<file path="src/rtl/spi_cmd_gen_pkg.sv">
// Shared definitions for the SPI command generator: parameter defaults,
// FSM state encoding and a sizing helper for the debounce counters.
package spi_cmd_gen_pkg;

  localparam int DATA_W_DEF       = 8;
  localparam int SYNC_STAGES_DEF  = 2;
  localparam int DEBOUNCE_CYC_DEF = 16;

  typedef enum logic [1:0] {
    IDLE      = 2'd0,
    REQ       = 2'd1,
    WAIT_DONE = 2'd2
  } cmd_state_t;

  // Bits needed to hold 0 .. cyc-1; never narrower than one bit.
  function automatic int dbnc_cnt_w(input int cyc);
    return (cyc <= 2) ? 1 : $clog2(cyc);
  endfunction

endpackage

</file>
<file path="src/rtl/spi_cmd_gen_if.sv">
// Request channel between the command generator and the SPI core:
// valid/ready word transfer plus the core's frame-complete pulse.
interface spi_cmd_gen_if #(
  parameter int DATA_W = 8
) ();

  logic [DATA_W-1:0] tx_data;
  logic              tx_valid;
  logic              tx_ready;
  logic              spi_done;

  modport master (
    output tx_data,
    output tx_valid,
    input  tx_ready,
    input  spi_done
  );

  modport slave (
    input  tx_data,
    input  tx_valid,
    output tx_ready,
    output spi_done
  );

endinterface

</file>
<file path="src/rtl/spi_cmd_gen_btn_debounce.sv">
// Push-button conditioner: multi-flop synchroniser, stable-count debounce and
// a registered single-cycle pulse on each accepted press (0->1 level change).
module btn_debounce
  import spi_cmd_gen_pkg::*;
#(
  parameter int SYNC_STAGES  = SYNC_STAGES_DEF,
  parameter int DEBOUNCE_CYC = DEBOUNCE_CYC_DEF
) (
  input  logic clk,
  input  logic a_rst_n,
  input  logic raw,
  output logic rise
);

  localparam int                CNT_W    = dbnc_cnt_w(DEBOUNCE_CYC);
  localparam logic [CNT_W-1:0]  CNT_LAST = CNT_W'(DEBOUNCE_CYC - 1);

  logic [SYNC_STAGES-1:0] sync_q;
  logic                   s;
  logic [CNT_W-1:0]       cnt_q;
  logic                   level_q;
  logic                   level_d_q;
  logic                   rise_q;

  assign s    = sync_q[SYNC_STAGES-1];
  assign rise = rise_q;

  always_ff @(posedge clk or negedge a_rst_n) begin
    if (!a_rst_n) begin
      sync_q    <= '0;
      cnt_q     <= '0;
      level_q   <= 1'b0;
      level_d_q <= 1'b0;
      rise_q    <= 1'b0;
    end else begin
      sync_q    <= {sync_q[SYNC_STAGES-2:0], raw};
      level_d_q <= level_q;
      rise_q    <= level_q & ~level_d_q;
      // Any cycle where s agrees with the accepted level restarts the count,
      // so a glitch shorter than DEBOUNCE_CYC cycles never reaches CNT_LAST.
      if (s != level_q) begin
        if (cnt_q == CNT_LAST) begin
          level_q <= s;
          cnt_q   <= '0;
        end else begin
          cnt_q <= cnt_q + 1'b1;
        end
      end else begin
        cnt_q <= '0;
      end
    end
  end

endmodule

</file>
<file path="src/rtl/spi_cmd_gen.sv">
// Upstream request stage for the SPI master: button conditioning, data counter
// and a three-state request FSM that sends one word per press to the SPI core.
module spi_cmd_gen
  import spi_cmd_gen_pkg::*;
#(
  parameter int DATA_W       = DATA_W_DEF,
  parameter int SYNC_STAGES  = SYNC_STAGES_DEF,
  parameter int DEBOUNCE_CYC = DEBOUNCE_CYC_DEF
) (
  input  logic                clk_100,
  input  logic                a_rst_n,
  input  logic                button_0,
  input  logic                button_1,
  spi_cmd_gen_if.master       spi,
  output logic [DATA_W-1:0]   data_cnt,
  output logic                busy
);

  logic              inc_pulse;
  logic              send_pulse;
  logic [DATA_W-1:0] cnt_q;
  cmd_state_t        state_q;
  logic [DATA_W-1:0] tx_data_q;
  logic              tx_valid_q;
  logic              busy_q;

  function automatic logic [DATA_W-1:0] wrap_inc(input logic [DATA_W-1:0] v);
    return v + 1'b1;
  endfunction

  btn_debounce #(
    .SYNC_STAGES  (SYNC_STAGES),
    .DEBOUNCE_CYC (DEBOUNCE_CYC)
  ) u_dbnc_inc (
    .clk     (clk_100),
    .a_rst_n (a_rst_n),
    .raw     (button_0),
    .rise    (inc_pulse)
  );

  btn_debounce #(
    .SYNC_STAGES  (SYNC_STAGES),
    .DEBOUNCE_CYC (DEBOUNCE_CYC)
  ) u_dbnc_send (
    .clk     (clk_100),
    .a_rst_n (a_rst_n),
    .raw     (button_1),
    .rise    (send_pulse)
  );

  // Counter runs independently of the FSM so presses are never lost while busy.
  always_ff @(posedge clk_100 or negedge a_rst_n) begin
    if (!a_rst_n) begin
      cnt_q <= '0;
    end else if (inc_pulse) begin
      cnt_q <= wrap_inc(cnt_q);
    end
  end

  // tx_data samples cnt_q before any same-cycle increment lands, so a
  // simultaneous inc+send transmits the pre-increment value.
  always_ff @(posedge clk_100 or negedge a_rst_n) begin
    if (!a_rst_n) begin
      state_q    <= IDLE;
      tx_data_q  <= '0;
      tx_valid_q <= 1'b0;
      busy_q     <= 1'b0;
    end else begin
      unique case (state_q)
        IDLE: begin
          if (send_pulse) begin
            tx_data_q  <= cnt_q;
            tx_valid_q <= 1'b1;
            busy_q     <= 1'b1;
            state_q    <= REQ;
          end
        end
        REQ: begin
          if (tx_valid_q && spi.tx_ready) begin
            tx_valid_q <= 1'b0;
            state_q    <= WAIT_DONE;
          end
        end
        WAIT_DONE: begin
          if (spi.spi_done) begin
            busy_q  <= 1'b0;
            state_q <= IDLE;
          end
        end
        default: begin
          tx_valid_q <= 1'b0;
          busy_q     <= 1'b0;
          state_q    <= IDLE;
        end
      endcase
    end
  end

  assign spi.tx_data  = tx_data_q;
  assign spi.tx_valid = tx_valid_q;
  assign data_cnt     = cnt_q;
  assign busy         = busy_q;

  a_valid_stable : assert property (
    @(posedge clk_100) disable iff (!a_rst_n)
      (tx_valid_q && !spi.tx_ready) |=> (tx_valid_q && $stable(tx_data_q))
  );

  a_valid_implies_busy : assert property (
    @(posedge clk_100) disable iff (!a_rst_n)
      tx_valid_q |-> busy_q
  );

endmodule

</file>
<file path="src/flat_wrapper.sv">
// flat-port wrapper written by rule: the top's interface ports become plain ports
module spi_cmd_gen_flat import spi_cmd_gen_pkg::*;
#(
  parameter int DATA_W       = DATA_W_DEF,
  parameter int SYNC_STAGES  = SYNC_STAGES_DEF,
  parameter int DEBOUNCE_CYC = DEBOUNCE_CYC_DEF
)
  (clk_100, a_rst_n, button_0, button_1, data_cnt, busy, spi_tx_data, spi_tx_valid, spi_tx_ready, spi_spi_done);
  spi_cmd_gen_if #(.DATA_W(DATA_W)) spi_i ();
  input  logic clk_100;
  input  logic a_rst_n;
  input  logic button_0;
  input  logic button_1;
  output logic [DATA_W-1:0] data_cnt;
  output logic busy;
  output wire logic [$bits(spi_i.tx_data)-1:0] spi_tx_data;
  output wire logic [$bits(spi_i.tx_valid)-1:0] spi_tx_valid;
  input wire logic [$bits(spi_i.tx_ready)-1:0] spi_tx_ready;
  input wire logic [$bits(spi_i.spi_done)-1:0] spi_spi_done;
  assign spi_tx_data = spi_i.tx_data;
  assign spi_tx_valid = spi_i.tx_valid;
  assign spi_i.tx_ready = spi_tx_ready;
  assign spi_i.spi_done = spi_spi_done;
  spi_cmd_gen #(.DATA_W(DATA_W), .SYNC_STAGES(SYNC_STAGES), .DEBOUNCE_CYC(DEBOUNCE_CYC)) u_core (.clk_100(clk_100), .a_rst_n(a_rst_n), .button_0(button_0), .button_1(button_1), .spi(spi_i), .data_cnt(data_cnt), .busy(busy));
endmodule
</file>
<file path="config.mk">
export PLATFORM = sky130hd
export DESIGN_NAME = spi_cmd_gen_flat
export DESIGN_NICKNAME = d
export VERILOG_FILES = /design/src/rtl/spi_cmd_gen_pkg.sv /design/src/rtl/spi_cmd_gen_if.sv /design/src/rtl/spi_cmd_gen_btn_debounce.sv /design/src/rtl/spi_cmd_gen.sv /design/src/flat_wrapper.sv
export SDC_FILE = /design/constraint.sdc
export NUM_CORES = 1
export LEC_CHECK = 0
export ABC_CLOCK_PERIOD_IN_PS = 3470
export CORE_MARGIN = 2
export CORE_UTILIZATION = 40
export CTS_CLUSTER_SIZE = 40
export DETAILED_ROUTE_END_ITERATION = 16
export GPL_TIMING_DRIVEN = 0
export PLACE_DENSITY = 0.7
export SYNTH_ARGS = -nofsm -noshare
export SYNTH_HDL_FRONTEND = slang
export SYNTH_SLANG_ARGS = --single-unit
</file>
<file path="constraint.sdc">
create_clock -name clk_100 -period 3.47 [get_ports clk_100]
set_clock_uncertainty 0.15 [all_clocks]
set_input_delay 0.5205 -clock clk_100 [delete_from_list [all_inputs] [get_ports clk_100]]
set_output_delay 0.5205 -clock clk_100 [all_outputs]
set_load 0.01 [all_outputs]
</file>
==> Word-level counts from Yosys, hierarchy flattened <==
Cells that the tools add are included.
{ "word_totals": {"regBits": 38, "inputBits": 6, "output_inout_bits": 18, "word_cells": 54} }
{ "classes": {"add_sub_neg": 3, "n_eq_ne": 9, "n_mux": 13, "bitwise": 6, "reduce_logical": 8} }
{ "op_table": {"columns": ["operator", "count"], "rows": [
  ["$mux W4", 4],
  ["$reduce_and A3 Y1", 3],
  ["$add A4 B1 Y4 const B", 2],
  ["$add A8 B1 Y8 const B", 1],
  ["$eq A4 B4 Y1 const B", 2],
  ["$mux W2", 3],
  ["$pmux W1 S3", 2],
  ["$pmux W2 S3", 1],
  ["$reduce_and A2 Y1", 3],
  ["$ne A2 B2 Y1 const B", 2],
  ["$not A1 Y1", 4],
  ["$mux W1", 3],
  ["$and A1 B1 Y1", 2],
  ["$eq A2 B1 Y1 const B", 1],
  ["$eq A2 B2 Y1 const B", 1],
  ["$logic_not A2 Y1", 1],
  ["$ne A1 B1 Y1", 2],
  ["$ne A2 B1 Y1 const B", 1],
  ["$logic_and A1 B1 Y1", 1]
]} }

==> Depth between registers and ports, before layout <==
{ "logic_depth": {"depth_word": 3, "ltp_mapped": 4, "depth_no_buf": 4} }

==> Hierarchy <==
Synthesis repeated with hierarchy kept, for this count alone.
{ "hier_totals": {"hier_cells": 106, "area_unflattened_um2": 1529.0} }
{ "modules_own_cells": {"columns": ["module", "n_inst", "cells_per_inst", "area_per_inst_um2", "seq_area_each_um2"], "rows": [
  ["spi_cmd_gen", 1, 60, 855.8, 500.5],
  ["btn_debounce", 2, 23, 336.6, 225.2]
]} }

==> Least setup slack after synthesis <==
Ideal clock, no wire load.
{ "synth_timing": {"path_kind": "reg2reg", "startpoint": "reg u_core.state_q[0]", "endpoint": "reg u_core.tx_data_q[0], in the netlist u_core.spi.tx_data[0]", "setup_time_ns": 0.125, "t_arrival_ns": 1.137, "required_time_ns": 3.195, "slack_ns": 2.058, "stages_incl_launch_ff": 5, "n_path_buf": 1, "period_less_slack_ns": 1.412, "cell_sequence": "dfrtp_1 > nor2b_2 > nor2b_4 > buf_6 > mux2_4"} }
{ "synth_via": {"elab_chain_cells": 2} }
{ "synth_rtl": {"columns": ["element", "line", "source"], "rows": [
  ["start, declared", "spi_cmd_gen.sv:22", "cmd_state_t state_q;"],
  ["start signal, assigned", "spi_cmd_gen.sv:64", "state_q <= IDLE;"],
  ["start signal, assigned", "spi_cmd_gen.sv:75", "state_q <= REQ;"],
  ["start signal, assigned", "spi_cmd_gen.sv:81", "state_q <= WAIT_DONE;"],
  ["$logic_not A2 Y1", "spi_cmd_gen.sv:69", "unique case (state_q)"],
  ["$reduce_and A2 Y1 (no line)", null, null],
  ["end signal, assigned", "spi_cmd_gen.sv:72", "tx_data_q <= cnt_q;"],
  ["end, declared", "spi_cmd_gen.sv:23", "logic [DATA_W-1:0] tx_data_q;"]
]} }
Every way passes these cells.
A chain may end at the register's enable or synchronous reset.

==> Worst setup path in the final report <==
{ "layout_timing": {"startpoint": "reg u_core.cnt_q[2], in the netlist u_core.data_cnt[2]", "endpoint": "out data_cnt[2]"} }
{ "layout_rtl": {"columns": ["element", "line", "source"], "rows": [
  ["start, declared", "spi_cmd_gen.sv:21", "logic [DATA_W-1:0] cnt_q;"],
  ["start signal, assigned", "spi_cmd_gen.sv:56", "cnt_q <= wrap_inc(cnt_q);"],
  ["end, declared", "flat_wrapper.sv:14", "output logic [DATA_W-1:0] data_cnt;"]
]} }
No word-level cell between the ends.

==> summary.txt <==
PLACED DESIGN
----------------------------------------------------------------------------------
Port bufs                                                                       23
Gpl congestion                                                               0.716

FINAL LAYOUT
----------------------------------------------------------------------------------
Area taken by flip-flops and latches                                     951 sq um
Core Util, Final                                                             0.510
Synthesis-to-layout area growth                                              24.2%
Antenna cells                                                                    0
Filler Cell Count                                                              331
Area used by multi-input combinational logic                             514 sq um
Share of final-layout standard cells stronger than drive strength 1          0.145
Net total in the final layout                                                  147

CLOCK NETWORK
----------------------------------------------------------------------------------
Clock latency at the later pin of the worst-skew pair                       280 ps
Clock sink total                                                                38
Max H-tree Level                                                                 2
Clk root buf                                                          sky130_fd_sc_hd__clkbuf_8
Maximum buffer depth of the clock tree                                           2
CTS Hold Bufs                                                                    0
Clock tree from TritonCTS                                                      yes
Quantity of gates resized following cts                                          0
TritonCTS buffer count                                                           5
Post-CTS repair timing setup buffer count                                        0
Clock-pin slew on the worst setup and hold paths                             70 ps

WORST SETUP PATH
----------------------------------------------------------------------------------
Critical path cell sequence                                           clkdlybuf4s50_1
Endpoint required time on the critical path                                2800 ps
Critical Setup Path Class                                               reg -> out
Cell count of the worst reg-to-reg path                                          4
Arr. time, crit path                                                       1300 ps
CP startpoint                                                         u_core.data_cnt[2]$_DFFE_PN0P_
Number of buffer and inverter instances along the worst setup path               1
Worst r2r dst                                                         u_core.spi.tx_data[3]$_DFFE_PN0P_
Nature of the critical path startpoint                                        flop
Crit end category                                                     primary output
Slowest cell on crit path                                             sky130_fd_sc_hd__clkdlybuf4s50_1
Minimum setup slack among reg-to-reg paths                                 1950 ps
Destination of the critical timing path                                data_cnt[2]
Total stage count of the critical path                                           1
Kind of cell adding the most delay to the critical path               buffers and inverters
Slowest stage delay, CP                                                     580 ps
Maximum fanout count along the critical path                                     6
Worst reg2reg path startpoint                                         u_core.state_q[0]$_DFFE_PN0P_

TIMING
----------------------------------------------------------------------------------
Final critical-path required period                                        1970 ps
Max-slew headroom                                                            0.464
Final Max Slew Viols                                                             0
Worst slew pin tran                                                         804 ps
Final count of hold timing violations                                            0
Unrepaired setup endpoints after global routing                                 no
Final-layout setup total negative slack                                       0 ps
Final setup fails                                                                0
Timing-limited maximum frequency                                           507 MHz
Worst hold slack                                                            179 ps
Post-route fraction of the period consumed by the critical path              0.569

YOSYS
----------------------------------------------------------------------------------
Gate count of the mapped netlist                                               108
Number of enable-type register cells in the synthesized netlist                  0
Compound-Gate Fraction of Synth Area                                        0.0403
Cell with the most instances after synthesis                          sky130_fd_sc_hd__dfrtp_1
Top area cells in the synthesized netlist                             sky130_fd_sc_hd__dfrtp_1 64%, sky130_fd_sc_hd__mux2_4 8.1%, sky130_fd_sc_hd__xnor2_1 4.7%, sky130_fd_sc_hd__ha_1 2.5%, sky130_fd_sc_hd__mux2_2 2.3%
Sequential share of the synthesized area                                     0.638
Cell taking the most area after synthesis                             sky130_fd_sc_hd__dfrtp_1
Cell area after synthesis                                             0.00149 sq mm
Synthesized Nets                                                               117
Synthesized-area fraction occupied by adder cells                           0.0252
Xor/xnor share of the synthesized area                                      0.0646
Share of flip-flops with an asynchronous set or reset                         1.00
Synth unique cells                                                              23
Post-synthesis mux area share                                                0.103
Mean Syn Cell Area                                                      13.8 sq um
Area share of the largest cell type after synthesis                          0.638
Primary FF master, synth                                              sky130_fd_sc_hd__dfrtp_1
Yosys warnings                                                                   0
Post-synthesis simple-gate area fraction                                     0.112
Main combinational cell family by area after synthesis                simple AND/OR/NAND/NOR gates
Top cells by instance count after synthesis                           38 x sky130_fd_sc_hd__dfrtp_1, 8 x sky130_fd_sc_hd__mux2_4, 8 x sky130_fd_sc_hd__xnor2_1, 6 x sky130_fd_sc_hd__nor2_1
#FFs+latches synth                                                              38

STATUS
----------------------------------------------------------------------------------
Status                                                                   completed

RUN
----------------------------------------------------------------------------------
MaxCap Viol Count                                                                0

PWR
----------------------------------------------------------------------------------
VDD IR-drop max                                                           0.224 mV
Pwr Density                                                            426 mW/mm^2
Power Total                                                                 789 uW
P_leak                                                                 0.000846 uW

ROUTE
----------------------------------------------------------------------------------
Number of DRC markers in iteration 0                                            46
DRC errors left                                                                  0
Number of iterations in the first detailed-routing pass                          4
Remaining antenna violation count                                                0
Total via count after detailed routing                                         916
Average wire per cell in the routed design                                 12.3 um
Via-to-Cell Ratio                                                             4.92
Wirelength, routed                                                         2.28 mm

DIE
----------------------------------------------------------------------------------
Area of the die                                                       0.00423 sq mm
Starting Density                                                             0.410
Width of the die                                                           65.1 um
Area of the core                                                      0.00363 sq mm
Number of ports placed on the die boundary                                      24
Die height                                                                 65.1 um
Standard-cell row count                                                         22

GLOBAL ROUTING
----------------------------------------------------------------------------------
Overall overflow remaining after global route                                    0
Initial antenna violation count                                                  0
Total GRT Usage                                                              0.130
Global-route wire length before repair                                     3.93 mm
Maximum number of pins on one net before global-route repair                    39
Number of global-route vias before repair                                      901

HOLD PATH
----------------------------------------------------------------------------------
Tightest Hold Check Type                                               in -> async

==> layout make-up <==
class / count / area share
Sequential cell: 38 / 0.513
Multi-Input combinational cell: 65 / 0.278
Timing Repair Buffer: 23 / 0.122
Clock buffer: 7 / 0.0412
Tap cell: 48 / 0.0324
Inverter: 4 / 0.00810
Buffer: 1 / 0.00608
==> kinds of logic after synthesis <==
group,after synthesis
flops,38
xor+xnor,11
fa+ha+maj,3
buf+inv,5
mux,11
simple gates,29
compound gates,11
==> worst min path at each step <==
stage	start	endpoint	slack, ps
6_report	a_rst_n	u_core.state_q[1]$_DFFE_PN0P_	180
5_1_grt	u_core.u_dbnc_send.sync_q[0]$_DFF_PN0_	u_core.u_dbnc_send.sync_q[1]$_DFF_PN0_	210
4_1_cts	a_rst_n	u_core.busy$_DFFE_PN0P_	200
3_5_place_dp	u_core.u_dbnc_inc.sync_q[0]$_DFF_PN0_	u_core.u_dbnc_inc.sync_q[1]$_DFF_PN0_	190
3_3_place_gp	u_core.u_dbnc_send.sync_q[0]$_DFF_PN0_	u_core.u_dbnc_send.sync_q[1]$_DFF_PN0_	180
2_1_floorplan	a_rst_n	u_core.busy$_DFFE_PN0P_	70
==> through the flow <==
stage	area [sq um]	worst slack [ps]	std cells
6_report	1850	1500	186
3_3_place_gp	1780	931	179
2_1_floorplan	1490	2060	108
3_5_place_dp	1780	1800	179
5_1_grt	1850	1430	186
4_1_cts	1850	1480	186
==> where the power goes <==
part	internal [uW]	leakage, uW	switching (uW)	total, uW
Sequential	457	0.000507	15.0	472
Combinational	22.9	0.000301	22.8	45.7
Clock	138	0.0000383	133	271
==> sequential cells by signal, indices dropped and copies added, names as in the netlist <==
| name | flops |
|---|---|
| u_core.u_dbnc_send.cnt_q | 4 |
| u_core.u_dbnc_inc.level_q | 1 |
| u_core.u_dbnc_inc.sync_q | 2 |
| u_core.u_dbnc_send.sync_q | 2 |
| u_core.busy | 1 |
| u_core.u_dbnc_inc.rise | 1 |
| u_core.data_cnt | 8 |
| u_core.u_dbnc_inc.cnt_q | 4 |
| u_core.u_dbnc_send.level_d_q | 1 |
| u_core.spi.tx_valid | 1 |
| u_core.u_dbnc_send.rise | 1 |
| u_core.spi.tx_data | 8 |
| u_core.state_q | 2 |
| u_core.u_dbnc_inc.level_d_q | 1 |
| u_core.u_dbnc_send.level_q | 1 |
==> per-layer routing <==
metal  track usage  part of all wire  vias up
met2         0.215              0.48       26
met5             0                 0        -
met4        0.0625             0.018        0
met3        0.0694             0.074        4
met1         0.135              0.42      453
li1              -                 -      433
==> layout by cell type, fill, tap and decap left out <==
| cell type | n |
|---|---|
| sky130_fd_sc_hd__nand3_1 | 3 |
| sky130_fd_sc_hd__nor2b_4 | 1 |
| sky130_fd_sc_hd__nor3_1 | 1 |
| sky130_fd_sc_hd__buf_6 | 1 |
| sky130_fd_sc_hd__dfrtp_1 | 38 |
| sky130_fd_sc_hd__nand2_1 | 5 |
| sky130_fd_sc_hd__nand4_1 | 3 |
| sky130_fd_sc_hd__nand4b_1 | 2 |
| sky130_fd_sc_hd__ha_1 | 3 |
| sky130_fd_sc_hd__xnor2_1 | 8 |
| sky130_fd_sc_hd__mux2_4 | 8 |
| sky130_fd_sc_hd__nor2_1 | 6 |
| sky130_fd_sc_hd__mux2_2 | 3 |
| sky130_fd_sc_hd__xor2_1 | 3 |
| sky130_fd_sc_hd__o21ai_0 | 4 |
| sky130_fd_sc_hd__o22ai_1 | 1 |
| sky130_fd_sc_hd__nor2b_1 | 4 |
| sky130_fd_sc_hd__and3_1 | 1 |
| sky130_fd_sc_hd__clkbuf_1 | 2 |
| sky130_fd_sc_hd__a311oi_1 | 1 |
| sky130_fd_sc_hd__inv_1 | 4 |
| sky130_fd_sc_hd__a21oi_1 | 5 |
| sky130_fd_sc_hd__nor3b_1 | 2 |
| sky130_fd_sc_hd__clkdlybuf4s50_1 | 22 |
| sky130_fd_sc_hd__buf_2 | 1 |
| sky130_fd_sc_hd__clkbuf_8 | 5 |
| sky130_fd_sc_hd__nor2b_2 | 1 |
No activity file was read; power rests on OpenSTA's default activity.
